**config.mk**
```make
export PLATFORM = sky130hd
export DESIGN_NAME = icache
export DESIGN_NICKNAME = d
export VERILOG_FILES = /design/src/rtl/icache_pkg.sv /design/src/rtl/icache_line_ram.sv /design/src/rtl/icache.sv
export SDC_FILE = /design/constraint.sdc
export NUM_CORES = 2
export LEC_CHECK = 0
export ABC_AREA = 1
export BUFFER_PORTS_ARGS = -buffer_cell sky130_fd_sc_hd__buf_4
export CORE_ASPECT_RATIO = 0.9
export CORE_MARGIN = 4
export CORE_UTILIZATION = 43
export DETAILED_ROUTE_END_ITERATION = 12
export SLEW_MARGIN = 40
export SYNTH_ARGS = -nofsm -noshare
export SYNTH_HDL_FRONTEND = slang
export SYNTH_HIERARCHICAL = 1
export SYNTH_SLANG_ARGS = --single-unit
```
**constraint.sdc**
```tcl
create_clock -name clk -period 5.8 [get_ports clk]
set_input_delay 1.16 -clock clk [delete_from_list [all_inputs] [get_ports clk]]
set_output_delay 1.16 -clock clk [all_outputs]
set_load 0.01 [all_outputs]
```
**src/rtl/icache_pkg.sv**
```systemverilog
// rtl/icache_pkg.sv - shared FSM state type and derived address-field widths for the instruction cache
package icache_pkg;

  typedef enum logic [1:0] {
    ST_IDLE      = 2'd0,
    ST_MISS_REQ  = 2'd1,
    ST_REFILL    = 2'd2,
    ST_FILL_DONE = 2'd3
  } icache_state_e;

  // word-select bits inside a line
  function automatic int wb_bits(input int words);
    return $clog2(words);
  endfunction

  // line-index bits
  function automatic int ib_bits(input int lines);
    return $clog2(lines);
  endfunction

  // tag bits: whatever is left of the 30-bit word address
  function automatic int tb_bits(input int lines, input int words);
    return 30 - $clog2(lines) - $clog2(words);
  endfunction

endpackage

```
**src/rtl/icache_line_ram.sv**
```systemverilog
// rtl/icache_line_ram.sv - instruction data array, one synchronous write port and one asynchronous read port
module icache_line_ram #(
  parameter int DEPTH = 64,
  parameter int AW    = 6
) (
  input  logic          clk,
  input  logic          we,
  input  logic [AW-1:0] waddr,
  input  logic [31:0]   wdata,
  input  logic [AW-1:0] raddr,
  output logic [31:0]   rdata
);

  logic [31:0] mem [DEPTH];

  // refill beats land here; contents are deliberately not reset
  always_ff @(posedge clk) begin
    if (we) mem[waddr] <= wdata;
  end

  assign rdata = mem[raddr];

endmodule

```
**src/rtl/icache.sv**
```systemverilog
// rtl/icache.sv - direct-mapped blocking instruction cache with whole-line refill FSM
module icache
  import icache_pkg::*;
#(
  parameter int LINES = 16,
  parameter int WORDS = 4
) (
  input  logic        clk,
  input  logic        rst,
  input  logic [31:0] if_pc_i,
  input  logic        if_req_i,
  input  logic        if_jump_i,
  input  logic        fc_flush_i,
  output logic [31:0] icache_inst_o,
  output logic        icache_valid_o,
  output logic [31:0] icache_pc_o,
  output logic        icache_miss_o,
  output logic        mem_req_o,
  output logic [31:0] mem_addr_o,
  input  logic        mem_gnt_i,
  input  logic        mem_rvalid_i,
  input  logic [31:0] mem_rdata_i
);

  localparam int WB = wb_bits(WORDS);
  localparam int IB = ib_bits(LINES);
  localparam int TB = tb_bits(LINES, WORDS);

  logic [WB-1:0]    pc_word;
  logic [IB-1:0]    pc_idx;
  logic [TB-1:0]    pc_tag;
  logic [TB+IB-1:0] miss_line;
  logic [IB-1:0]    miss_idx;
  logic [TB-1:0]    miss_tag;

  icache_state_e    state;
  logic [WB-1:0]    beat;
  logic [LINES-1:0] valid_bits;
  logic             flush_seen;
  logic [TB-1:0]    tag_arr [LINES];

  logic [31:0]      rd_data;
  logic             fill_we;
  logic             fill_last;
  logic             hit;
  logic             unused_inputs;

  assign pc_word  = if_pc_i[2 +: WB];
  assign pc_idx   = if_pc_i[2+WB +: IB];
  assign pc_tag   = if_pc_i[2+WB+IB +: TB];
  assign miss_idx = miss_line[IB-1:0];
  assign miss_tag = miss_line[IB +: TB];

  // beats only count in REFILL; a reset in the same cycle drops the beat
  assign fill_we   = (state == ST_REFILL) && mem_rvalid_i && !rst;
  assign fill_last = fill_we && (beat == WB'(WORDS - 1));

  // a flush in the lookup cycle forces a miss so fence.i is never bypassed
  assign hit = valid_bits[pc_idx] && (tag_arr[pc_idx] == pc_tag) && !fc_flush_i;

  assign mem_req_o     = (state == ST_MISS_REQ);
  assign icache_miss_o = (state != ST_IDLE);
  assign mem_addr_o    = {miss_line, {(WB+2){1'b0}}};

  // the jump hint is for the flow controller only; byte offset is ignored
  assign unused_inputs = ^{if_jump_i, if_pc_i[1:0]};

  icache_line_ram #(
    .DEPTH (LINES * WORDS),
    .AW    (IB + WB)
  ) u_line_ram (
    .clk   (clk),
    .we    (fill_we),
    .waddr ({miss_idx, beat}),
    .wdata (mem_rdata_i),
    .raddr ({pc_idx, pc_word}),
    .rdata (rd_data)
  );

  // tag written with the last beat; not reset because valid bits gate it
  always_ff @(posedge clk) begin
    if (fill_last) tag_arr[miss_idx] <= miss_tag;
  end

  // lookup, miss FSM, valid bits and registered fetch outputs
  always_ff @(posedge clk) begin
    if (rst) begin
      state          <= ST_IDLE;
      beat           <= '0;
      valid_bits     <= '0;
      flush_seen     <= 1'b0;
      miss_line      <= '0;
      icache_inst_o  <= '0;
      icache_valid_o <= 1'b0;
      icache_pc_o    <= '0;
    end else begin
      icache_valid_o <= 1'b0;
      case (state)
        ST_IDLE: begin
          flush_seen <= 1'b0;
          if (if_req_i) begin
            if (hit) begin
              icache_inst_o  <= rd_data;
              icache_valid_o <= 1'b1;
              icache_pc_o    <= if_pc_i;
            end else begin
              miss_line <= if_pc_i[31:2+WB];
              beat      <= '0;
              state     <= ST_MISS_REQ;
            end
          end
        end
        ST_MISS_REQ: begin
          if (mem_gnt_i) state <= ST_REFILL;
        end
        ST_REFILL: begin
          if (fill_we) begin
            beat <= beat + 1'b1;
            if (fill_last) begin
              if (!flush_seen) valid_bits[miss_idx] <= 1'b1;
              state <= ST_FILL_DONE;
            end
          end
        end
        default: state <= ST_IDLE;
      endcase
      // flush wins over a same-cycle line validation; remembered until IDLE
      if (fc_flush_i) begin
        valid_bits <= '0;
        if (state != ST_IDLE) flush_seen <= 1'b1;
      end
    end
  end

endmodule

```
==> out/metrics.cfg <==
[global_routing]
grt_pass1_vias = 66051
antenna_found_initial = 8
gr-total-overflow = 0
grt_max_degree = 178
grt_pass1_wl_um = 440000
grt_usage_pct = 23.3

[yosys]
syn_area_sq_um = 104000
ys_ff_latch = 2546
synthFlopType = edfxtp_1
yosys_warnings = 6
async_flop_share_pct = 0
synthCells = 9245
synth_edf_count = 2432
avgSynthCellArea_sq_um = 11.3
seq_area_frac_synth_pct = 72.1
synth_cell_types = 33

[layout]
final_cells = 12748
final_common_cell = nand2_1
fin_nets = 9426
final_cell_mix = nand2_1 (3075), edfxtp_1 (2432), nand3_1 (2179)
drive_above_1_share_pct = 9.00
fin_util_pct = 49.2
fill_cells = 20969
multiInputGateArea_sq_um = 25300
seq_area_sq_um = 75300
syn_to_final_growth_pct = 13.7

[placement]
hpwl_um = 166000
globalplace.congestion = 0.844
dp.cells = 12263
port_buffers = 164

[job]
max_cap_viol_count = 0

[detailed_routing]
drc_errors = 0
vias = 70331
wl_met2_um = 138000
dr.pass1.iters = 6
routedWlPerCell_um = 23.4
antenna_left = 0
drtIter0Drc = 7478
drt_wl_total_um = 299000
met3_length_um = 22800
highest_layer = met5
via_per_inst = 5.52
wl_met1_um = 126000

[sta]
finalSetupViolations = 0
rsz0062_at_grt = false
hold_viol_final = 0
finalWorstPathRequiredPeriod_ps = 4080
final-max-slew-violation-count = 0
skew_ps = 71.2
tightest_slew_ps = 884
fmax_mhz = 245
setup_tns_ps = 0
timing.final.crit_share_pct = 70.3
relSlewSlack_pct = 41.1

[clocking]
cts_inserted_buffers = 280
clk_latency_ps = 920
clk_pin_slew_ps = 60
hold_buffers = 0
cts.sinks = 2546
clockBufferDepth = 4
cts_resized = 0
cts_setup_buffers = 0
cts_tree = yes
cts-root-buf = clkbuf_16
htree_levels = 5

[die]
dieArea_sq_um = 251000
dieWidth_um = 527
initial_utilization_pct = 43.3
num_rows = 171
core_sq_um = 241000
die_height_um = 476
top_level_ports = 170

[worst_hold_path]
hp-class = reg -> reg
hold_start = valid_bits[3]

[critical_path]
cp-start-kind = input pin
reg2reg_to = tag_arr[1][0]
r2r-start = state[0]
crit_required_ps = 6620
startpoint = if_pc_i[6]
r2r_cells = 9
regToRegSetupSlack_ps = 2050
cp.arrival_ps = 4900
path_max_fanout = 48
critical_path.endpoint = icache_pc_o[13]
cp-end-kind = register
crit_type = in -> reg

[pwr]
p_int_mw = 30.9
clkPwrFrac_pct = 41.5
powerDensity_nw_per_um2 = 339
p_leak_nw = 43.6
power.switching_mw = 9.37
swShare_pct = 23.3
p_seq_share_pct = 51.3
ir_drop_mv = 0.356
combPwrFrac_pct = 7.2

[outcome]
status = complete, no violations

critical path, stage by stage:
cell	delay, ps
buf_6	190
inv_2	560
buf_4	520
nand3_1	130
nand3_1	120
nand3_1	190
inv_1	130
nand2_1	60
inv_1	50
nand2_1	40
nor2_1	80
nand3_1	70
nor2_1	430
nand3_4	460
buf_12	350
nand2_1	80
inv_1	40
nor2_1	110
registers in the layout, indices dropped and copies added (netlist names):
signal,cells
beat,2
flush_seen,1
icache_inst_o,32
icache_pc_o,32
icache_valid_o,1
miss_line,28
state,2
tag_arr,384
u_line_ram/mem,2048
valid_bits,16
final cells by class:
cell class | count | share of cell area, %
timing repair buffer | 403 | 3.53
clock buffer | 360 | 6.29
tap | 3200 | 3.37
multi-input combinational | 5726 | 21.3
clock inverter | 117 | 0.839
inverter | 393 | 1.28
sequential | 2546 | 63.4
antenna | 3 | 0.00632
worst min-delay path by stage:
stage | depth (start not counted) | slack, ps | endpoint
3_3_place_gp | 2 | 440 | valid_bits[15]
3_5_place_dp | 2 | 440 | valid_bits[11]
6_report | 2 | 450 | valid_bits[3]
4_1_cts | 2 | 410 | icache_valid_o
5_1_grt | 2 | 420 | icache_valid_o
2_1_floorplan | 2 | 430 | valid_bits[11]
Yosys cell counts, types with 19 or more instances:
cell	number	share of area [%]
nand2_1	3075	11
nand3_1	2182	10
buf_2	328	1.6
buf_1	61	0.22
nand4_1	78	0.47
o21ai_0	19	0.091
edfxtp_1	2432	70
buf_6	20	0.22
clkbuf_1	114	0.41
dfxtp_1	114	2.2
inv_1	385	1.4
nor2_1	293	1.1
buf_4	57	0.41
routing by layer:
| metal | GRT usage [%] | vias up |
|---|---|---|
| met2 | 36.5 | 2943 |
| met5 | 0 | - |
| met3 | 3.33 | 610 |
| met1 | 33.1 | 34522 |
| li1 | - | 32250 |
| met4 | 9.13 | 6 |
logic make-up after synthesis:
logic type | after synthesis | synth area share, %
adder cells (fa/ha/maj) | 5 | 0.0599
AO/OA/AOI/OAI | 60 | 0.333
flip-flops | 2546 | 72.1
other | 1 | 0.00359
AND/OR/NAND/NOR | 5657 | 23.2
buffers and inverters | 976 | 4.29
power groups by stage:
| stage | Combinational [mW] | Sequential (mW) | Clock (mW) |
|---|---|---|---|
| detailed placement | 2.88 | 21.1 | 0 |
| global placement | 2.80 | 21.0 | 0 |
| floorplan | 1.60 | 21.0 | 0 |
| global route | 3.15 | 20.7 | 17.8 |
| finish | 2.89 | 20.7 | 16.7 |
| CTS | 2.89 | 20.7 | 17.0 |
through the flow:
stage                     hold WS (ps)  cell area (sq um)  worst slack [ps]  power [mW]
after floorplan                    430             104000               249        22.6
after global placement             439             109000               881        23.8
after detailed placement           444             110000               900        23.9
after CTS                          408             119000              1840        40.6
after global routing               421             119000              1480        41.6
final                              454             119000              1720        40.3
Note: power is estimated with default switching activity, not from simulation.
